==> src/rtl/wb_port_arbiter.sv <==
// ----------------------------------------------------------------------------
// wb_port_arbiter
//   Shares the register-file write port between the writeback stage and the
//   multiply/divide unit. The pipeline has priority. An aging counter forces
//   an MDU grant after MAX_WAIT consecutive losses. The winning write is
//   registered toward the register file.
//
// Ports
//   clk_i, rst_i       clock (rising edge), synchronous active-high reset
//   pipe_*_i           writeback-stage write request (valid/regen/addr/data)
//   pipe_ready_o       pipeline request accepted this cycle (combinational)
//   mdu_*_i            MDU result request (valid/addr/data)
//   mdu_ready_o        MDU request accepted this cycle (combinational)
//   rf_we_o/waddr_o/wdata_o  registered register-file write
//   force_mdu_o        arbiter is in the forced-MDU state
// ----------------------------------------------------------------------------
module wb_port_arbiter #(
    parameter int unsigned MAX_WAIT = 4,
    parameter int unsigned CNT_W    = 4
) (
    input  logic        clk_i,
    input  logic        rst_i,
    input  logic        pipe_valid_i,
    input  logic        pipe_regen_i,
    input  logic [4:0]  pipe_rd_addr_i,
    input  logic [31:0] pipe_rd_i,
    output logic        pipe_ready_o,
    input  logic        mdu_valid_i,
    input  logic [4:0]  mdu_rd_addr_i,
    input  logic [31:0] mdu_rd_i,
    output logic        mdu_ready_o,
    output logic        rf_we_o,
    output logic [4:0]  rf_waddr_o,
    output logic [31:0] rf_wdata_o,
    output logic        force_mdu_o
);

    localparam logic [CNT_W-1:0] WAIT_LAST = CNT_W'(MAX_WAIT - 1);

    typedef enum logic {
        NORMAL    = 1'b0,
        FORCE_MDU = 1'b1
    } state_e;

    state_e           state_q, state_d;
    logic [CNT_W-1:0] wait_cnt_q, wait_cnt_d;

    logic        pipe_need;
    logic        mdu_need;
    logic        grant_pipe;
    logic        grant_mdu;

    logic        rf_we_q;
    logic [4:0]  rf_waddr_q;
    logic [31:0] rf_wdata_q;

    // Requests targeting x0 (or not writing at all) never occupy the port.
    assign pipe_need = pipe_valid_i & pipe_regen_i & (pipe_rd_addr_i != 5'd0);
    assign mdu_need  = mdu_valid_i & (mdu_rd_addr_i != 5'd0);

    // State register and aging counter.
    always_ff @(posedge clk_i) begin
        if (rst_i) begin
            state_q    <= NORMAL;
            wait_cnt_q <= '0;
        end else begin
            state_q    <= state_d;
            wait_cnt_q <= wait_cnt_d;
        end
    end

    // Next-state and aging logic.
    always_comb begin
        state_d    = state_q;
        wait_cnt_d = wait_cnt_q;
        unique case (state_q)
            NORMAL: begin
                if (pipe_need && mdu_need) begin
                    // MDU loses this cycle; the last tolerated loss forces it next.
                    if (wait_cnt_q >= WAIT_LAST) begin
                        state_d    = FORCE_MDU;
                        wait_cnt_d = '0;
                    end else begin
                        wait_cnt_d = wait_cnt_q + CNT_W'(1);
                    end
                end else begin
                    wait_cnt_d = '0;
                end
            end
            FORCE_MDU: begin
                // Leave after the forced grant, or at once if the MDU dropped valid.
                state_d    = NORMAL;
                wait_cnt_d = '0;
            end
            default: begin
                state_d    = NORMAL;
                wait_cnt_d = '0;
            end
        endcase
    end

    // Grant and ready generation.
    always_comb begin
        grant_pipe   = 1'b0;
        grant_mdu    = 1'b0;
        pipe_ready_o = 1'b0;
        mdu_ready_o  = 1'b0;
        if (!rst_i) begin
            unique case (state_q)
                NORMAL: begin
                    if (pipe_need) begin
                        grant_pipe   = 1'b1;
                        pipe_ready_o = 1'b1;
                    end else if (pipe_valid_i) begin
                        pipe_ready_o = 1'b1;
                    end
                    if (mdu_need && !pipe_need) begin
                        grant_mdu   = 1'b1;
                        mdu_ready_o = 1'b1;
                    end else if (mdu_valid_i && !mdu_need) begin
                        mdu_ready_o = 1'b1;
                    end
                end
                FORCE_MDU: begin
                    if (mdu_need) begin
                        grant_mdu   = 1'b1;
                        mdu_ready_o = 1'b1;
                    end else if (mdu_valid_i) begin
                        mdu_ready_o = 1'b1;
                    end
                    // A non-writing pipeline request can still retire here.
                    if (pipe_valid_i && !pipe_need) begin
                        pipe_ready_o = 1'b1;
                    end
                end
                default: begin
                    grant_pipe = 1'b0;
                end
            endcase
        end
    end

    // Registered write toward the register file; address/data hold when idle.
    always_ff @(posedge clk_i) begin
        if (rst_i) begin
            rf_we_q    <= 1'b0;
            rf_waddr_q <= '0;
            rf_wdata_q <= '0;
        end else begin
            rf_we_q <= grant_pipe | grant_mdu;
            if (grant_pipe) begin
                rf_waddr_q <= pipe_rd_addr_i;
                rf_wdata_q <= pipe_rd_i;
            end else if (grant_mdu) begin
                rf_waddr_q <= mdu_rd_addr_i;
                rf_wdata_q <= mdu_rd_i;
            end
        end
    end

    assign rf_we_o     = rf_we_q;
    assign rf_waddr_o  = rf_waddr_q;
    assign rf_wdata_o  = rf_wdata_q;
    assign force_mdu_o = (state_q == FORCE_MDU);

endmodule
==> config.mk <==
export PLATFORM = sky130hd
export DESIGN_NAME = wb_port_arbiter
export DESIGN_NICKNAME = d
export VERILOG_FILES = /design/src/rtl/wb_port_arbiter.sv
export SDC_FILE = /design/constraint.sdc
export NUM_CORES = 1
export LEC_CHECK = 0
export BUFFER_PORTS_ARGS = -buffer_cell sky130_fd_sc_hd__buf_2
export CAP_MARGIN = 10
export CORE_ASPECT_RATIO = 0.6
export CORE_MARGIN = 8
export CORE_UTILIZATION = 46
export DETAILED_ROUTE_END_ITERATION = 12
export GPL_TIMING_DRIVEN = 0
export PLACE_DENSITY_LB_ADDON = 0.08
export SLEW_MARGIN = 20
export SYNTH_ARGS = -nofsm -noshare
export SYNTH_HDL_FRONTEND = slang
export SYNTH_SLANG_ARGS = --single-unit
==> constraint.sdc <==
create_clock -name clk_i -period 2.95 [get_ports clk_i]
set_input_delay 0.1475 -clock clk_i [delete_from_list [all_inputs] [get_ports clk_i]]
set_output_delay 0.1475 -clock clk_i [all_outputs]
set_load 0.03 [all_outputs]
==> results of run 1 <==
kinds of logic after synthesis:
| family | share of synthesized area (%) |
|---|---|
| buf+inv | 6.17 |
| compound gates | 30.7 |
| other cells | 0.189 |
| fa+ha+maj | 0.630 |
| simple gates | 19.0 |
| flops | 43.4 |
power groups by stage:
stage                     logic [uW]  clock network, uW  registers [uW]
after floorplan                  124                  0             729
after global placement           321                  0             652
after detailed placement         323                  0             653
after CTS                        324                486             640
final                            321                472             640
after global routing             346                512             645
registers in the layout (all words and copies together), names as in the netlist:
signal / count
rf_wdata_o: 32
rf_waddr_o: 5
wait_cnt_q: 4
force_mdu_o: 1
rf_we_o: 1
per-layer routing:
layer	wire length [um]	vias to the layer above	part of all wire, %	track usage (%)
li1	-	1062	-	-
met1	2790	976	46	21.7
met2	2610	94	43	25.7
met3	670	7	11	7.69
met4	57	0	0.93	5.61
met5	0	-	0	0
tightest hold or removal path, stage by stage:
cell	delay, ns
buf_2	0.09
nand2_1	0.04
a211oi_1	0.05
final cells by class:
cell class	instances	share of cell area (%)
inverters	2	0.270
multi-input cells	169	36.2
clock buffers	6	2.97
repair buffers	119	21.4
flip-flops and latches	43	31.0
clock inverters	2	1.26
plain buffers	18	4.14
well taps	60	2.70
through the flow:
stage / utilization (%) / instances / area, um^2 / hold WS, ns / power, uW
floorplan: - / 232 / 1990 / 0.273 / 853
global placement: 64.5 / 411 / 2660 / 0.394 / 973
detailed placement: 64.5 / 411 / 2660 / 0.398 / 976
CTS: 67.4 / 419 / 2780 / 0.0781 / 1450
global route: 67.4 / 419 / 2780 / 0.0808 / 1500
finish: 67.4 / 419 / 2780 / 0.0848 / 1430
Yosys cell counts, drive strengths merged:
library cell,count
a211oi,32
a21o,1
a21oi,34
a221oi,5
and3b,1
and4bb,1
buf,9
clkbuf,9
conb,1
dfxtp,43
ha,1
inv,2
nand2,34
nand2b,1
nand3,1
nand4,1
nor2,42
nor2b,1
nor3,7
o2111ai,1
o211ai,1
o21a,1
o21ai,1
or4,1
worst paths after layout:
path                                               start                           to  slack, ns  depth (start not counted)
worst max register to register    force_mdu_o$_SDFF_PP0_   rf_wdata_o[1]$_SDFFE_PP0P_       1.27                          5
worst min register to register  wait_cnt_q[0]$_SDFF_PP0_     wait_cnt_q[0]$_SDFF_PP0_       0.43                          1
worst max-delay path                   pipe_rd_addr_i[2]                  mdu_ready_o       1.09                          6
worst min-delay path                        mdu_rd_i[26]  rf_wdata_o[26]$_SDFFE_PP0P_       0.08                          3
==> out/results.tsv, run 1 <==
stage	metric	value	unit
setup_path	slowest_delay	0.58	ns
die	core_area	4120	um^2
pwr	max-vdd-ir-drop	280	uV
logic_synthesis	synth-seq-cells	43	
pwr	clkPwrFrac	32.9	%
logic_synthesis	yosysTopAreaCell	dfxtp_1	
die	rows	18	
route	routedWlPerCell	14.6	um
pwr	intPower	1020	uW
setup_path	path_cells	buf_2 > or4_4 > o2111ai_1 > a21oi_1 > nor2_1 > buf_2	
setup_path	arrival	1.72	ns
logic_synthesis	avgSynthCellArea	8.60	um^2
global_route	track_usage	17.2	%
finish	multi_input_area	1010	um^2
finish	diodes	0	
hold_path	hp-class	input pin to flop	
setup_path	crit_fanout	6	
die	ios	120	
cts	cts_setup_buffers	0	
finish	area_delta_synth_final	39.9	%
route	viasPerCell	5.11	
logic_synthesis	synth_area_leaders	dfxtp_1, a211oi_2, nor2_1	
timing	fmax	0.537	GHz
timing	rsz0062_at_grt	no	
cts	cts.sinks	43	
cts	tritoncts	built	
timing	min_period	1.86	ns
global_route	grt_max_degree	14	
cts	clk_latency	0.29	ns
setup_path	critPathLaunchType	input pin	
finish	seq_area	861	um^2
pwr	powerDensity	516	nW/um^2
timing	final-setup-viol-count	0	
setup_path	cp-end-kind	output pin	
outcome	outcome	finished clean	
pwr	combPwrFrac	22.4	%
logic_synthesis	synth_top_area_share	43.4	%
placed_design	post-place-ws	1.10	ns
route	drc	0	
cts	clockRootBuffer	clkbuf_8	
cts	post_cts_resized	0	
logic_synthesis	syn-instance-count	231	
timing	slew_headroom	55.7	%
finish	layout_commonest_cell	buf_2	
logic_synthesis	ys_seq_area_share	43.4	%
timing	timing.final.crit_share	63.2	%
job	max_cap_violations	0	
timing	fin_skew	0.00709	ns
global_route	grt_overflow_total	0	
die	start_util	48.2	%
cts	cts_buffers	5	
pwr	switchingPower	416	uW
timing	worst_slack	1.09	ns
placed_design	gp_congestion	0.742	
die	die-area	6740	um^2
cts	cts.clk_slew.worst_paths	0.08	ns
pwr	seq_power_share	44.7	%
timing	worst_pin_slew	0.664	ns
global_route	grt_pass1_wl	9290	um
setup_path	cp_slowest_cell	or4_4	
setup_path	path_buf_inv	2	
logic_synthesis	ys_warn_count	0	
placed_design	portBuffers	119	
pwr	p_sw_share	29.0	%
setup_path	critical_path_class	input pin to output pin	
timing	tns	0	ns
finish	fillers	382	
timing	slew_viol_final	0	
route	dr.pass1.iters	4	
setup_path	crit_top_cell	buf_2	
finish	finalNetCount	438	
finish	drive_gt1_share	45.4	%
route	drtIter0Drc	68	
route	wirelength	6130	um
pwr	p_leak	0.00129	uW
cts	cts_hold_buf	0	
cts	clockBufferDepth	2	
global_route	antenna_found_initial	0	
cts	cts_max_level	2	
global_route	grt_pass1_vias	2006	
logic_synthesis	syn_area	1990	um^2
setup_path	cp_data_required_time	2.80	ns
die	die_h	66.9	um
logic_synthesis	synth.distinct_cells	28	
finish	mostFrequentLayoutCells	buf_2, dfxtp_1, nor2_1, nand2_1, a21oi_1	
timing	hold_viol	0	
die	die-width	101	um
route	drtAntennaViolNets	0	
route	vias	2139	
placed_design	dp_hpwl	4780	um
setup_path	crit_family	simple AND/OR/NAND/NOR gates	
Power figures use the tool's default switching activity.
==> run 2, diff against run 1 <==
--- a/config.mk
+++ b/config.mk
@@ -5,11 +5,12 @@
 export SDC_FILE = /design/constraint.sdc
 export NUM_CORES = 1
 export LEC_CHECK = 0
+export ABC_AREA = 1
 export BUFFER_PORTS_ARGS = -buffer_cell sky130_fd_sc_hd__buf_2
 export CAP_MARGIN = 10
 export CORE_ASPECT_RATIO = 0.6
 export CORE_MARGIN = 8
-export CORE_UTILIZATION = 46
+export CORE_UTILIZATION = 47
 export DETAILED_ROUTE_END_ITERATION = 12
 export GPL_TIMING_DRIVEN = 0
 export PLACE_DENSITY_LB_ADDON = 0.08
==> constraint.sdc (replaced) <==
create_clock -name clk_i -period 1.9 [get_ports clk_i]
set_input_delay 0.095 -clock clk_i [delete_from_list [all_inputs] [get_ports clk_i]]
set_output_delay 0.095 -clock clk_i [all_outputs]
set_load 0.03 [all_outputs]
==> run 2 against run 1 <==
Sequential cell count stayed put. Clock skew is 0.0022 ns lower. Via count is 33% higher. Power is 49% higher. Final cell count is 44% higher. Largest power group unchanged. Combinational power is 78% higher. Clock power is 22% higher. Utilization is 4.7 points lower. Setup slack worse by 0.68 ns. Sequential power is 55% higher.
==> out/results.tsv, run 2 <==
stage	metric	value	unit
outcome	outcome	finished clean	
pwr	intPower	1420	uW
route	vias	2848	
die	die_h	74.8	um
finish	area_delta_synth_final	28.9	%
logic_synthesis	synth.most_common_cell	nand2_1	
setup_path	crit_fanout	10	
setup_path	cp_data_required_time	2.15	ns
global_route	antenna_found_initial	0	
pwr	max-vdd-ir-drop	347	uV
timing	timing.final.crit_share	78.4	%
job	max_cap_violations	0	
route	wl_met3	642	um
logic_synthesis	syn-instance-count	396	
timing	slew_viol_final	0	
route	routedWlPerCell	13.1	um
pwr	p_total	2140	uW
finish	layout_commonest_cell	buf_2	
timing	min_period	1.49	ns
timing	fin_skew	0.00492	ns
logic_synthesis	synth_area_leaders	dfxtp_1, nand3_2, nand2_1	
global_route	track_usage	18.4	%
pwr	clkPwrFrac	26.9	%
pwr	switchingPower	716	uW
logic_synthesis	avgSynthCellArea	6.84	um^2
finish	multi_input_area	1360	um^2
route	wirelength	7910	um
route	dr.pass1.iters	4	
die	ios	120	
cts	cts.clk_slew.worst_paths	0.09	ns
hold_path	hp-class	input pin to flop	
route	viasPerCell	4.72	
logic_synthesis	ys_warn_count	0	
pwr	powerDensity	611	nW/um^2
logic_synthesis	yosysTopAreaCell	dfxtp_1	
setup_path	cp-end-kind	flop	
timing	tns	0	ns
timing	final-setup-viol-count	0	
timing	hold_ws	0.0248	ns
timing	hold_viol	0	
cts	cts_setup_buffers	0	
cts	cts.sinks	43	
global_route	grt_pass1_vias	2705	
logic_synthesis	synth-seq-cells	43	
global_route	grt_max_degree	14	
cts	cts_buffers	5	
die	die-width	114	um
pwr	seq_power_share	46.3	%
route	top_layer_used	met4	
cts	clockBufferDepth	2	
logic_synthesis	syn_area	2710	um^2
route	drtIter0Drc	106	
setup_path	critPathLaunchType	flop	
global_route	grt_overflow_total	0	
die	core_area	5570	um^2
setup_path	arrival	1.74	ns
route	m1WireLength	3850	um
finish	finalNetCount	603	
die	start_util	48.6	%
global_route	grt_pass1_wl	12700	um
logic_synthesis	synth_top_area_share	31.8	%
pwr	combPwrFrac	26.8	%
placed_design	portBuffers	119	
finish	mostFrequentLayoutCells	buf_2, nand2_1, inv_1, nor2_1, dfxtp_1	
logic_synthesis	ys_seq_area_share	31.8	%
cts	post_cts_resized	0	
cts	cts_hold_buf	0	
timing	rsz0062_at_grt	no	
finish	largest_reg_flops	32	
finish	diodes	0	
route	wl_met2	3350	um
cts	clockRootBuffer	clkbuf_8	
route	drtAntennaViolNets	0	
finish	fillers	567	
setup_path	critical_path_class	flop to flop	
placed_design	dp_hpwl	6100	um
finish	seq_area	861	um^2
finish	drive_gt1_share	36.8	%
logic_synthesis	async_flop_share	0	%
logic_synthesis	synth_edf_count	0	
cts	cts_max_level	2	
pwr	p_sw_share	33.6	%
pwr	p_leak	0.00211	uW
die	die-area	8530	um^2
placed_design	gp_congestion	0.818	
cts	clk_latency	0.30	ns
cts	tritoncts	built	
logic_synthesis	synth.distinct_cells	25	
logic_synthesis	synth_common_cells	nand2_1, inv_1, nor2_1	
logic_synthesis	ys.flop_type	dfxtp_1	
timing	fmax	0.671	GHz
die	rows	21	
route	drc	0	
-- run 2: changes by cell type in the layout (fill, tap and decap cells not counted), moves of 18 or more --
cell,previous run,this run
a211oi_1,18,0
nand3_2,0,34
nand3_1,1,36
nand2_1,34,80
nand4_1,1,35
a21oi_1,24,3
inv_1,2,74
-- run 2: final cells by class --
class,count,share of cell area [%]
Clock inverter,3,0.430
Tap cell,80,2.87
Timing Repair Buffer,119,17.1
Inverter,78,8.38
Buffer,28,5.80
Clock buffer,5,1.97
Multi-Input combinational cell,248,38.8
Sequential cell,43,24.7
-- run 2: per-stage QoR --
step	setup slack, ns	cell area (um^2)	utilization [%]	std cells
CTS	0.411	3490	62.7	604
finish	0.410	3490	62.7	604
global placement	0.463	3410	61.2	596
global route	0.252	3490	62.7	604
detailed placement	0.441	3410	61.2	596
floorplan	0.516	2710	-	397
-- run 2: worst max-delay path, cell delays in order (launching register included) --
cell and delay, ns:
dfxtp_1 0.36, nor2_4 0.25, clkbuf_1 0.41, nand4_1 0.18
nand3_1 0.12, nand2_1 0.05, inv_1 0.05
-- run 2: logic make-up after synthesis --
kind of cell / synth area share [%]
compound gates: 0.924
fa+ha+maj: 0.462
buf+inv: 18.3
flops: 31.8
other cells: 0.138
simple gates: 48.4
-- run 2: routing by layer --
layer  GRT usage (%)  vias up
li1                -     1489
met1            24.3     1265
met2            28.6       86
met3            5.92        8
met4            4.39        0
met5               0        -
-- run 2: path summary, 6_finish.rpt --
path                                  from                           to  slack, ns  cells after the start
setup reg to reg    force_mdu_o$_SDFF_PP0_  rf_wdata_o[30]$_SDFFE_PP0P_       0.41                      6
setup / recovery    force_mdu_o$_SDFF_PP0_  rf_wdata_o[30]$_SDFFE_PP0P_       0.41                      6
hold reg to reg   wait_cnt_q[0]$_SDFF_PP0_     wait_cnt_q[0]$_SDFF_PP0_       0.45                      1
hold / removal                mdu_rd_i[18]  rf_wdata_o[18]$_SDFFE_PP0P_       0.02                      3
-- run 2: power groups by stage --
stage	Combinational (uW)	Sequential, uW	Clock (uW)
final	571	989	575
after floorplan	271	1110	0
after CTS	575	989	588
after global placement	568	1010	0
after detailed placement	573	1010	0
after global routing	629	995	626
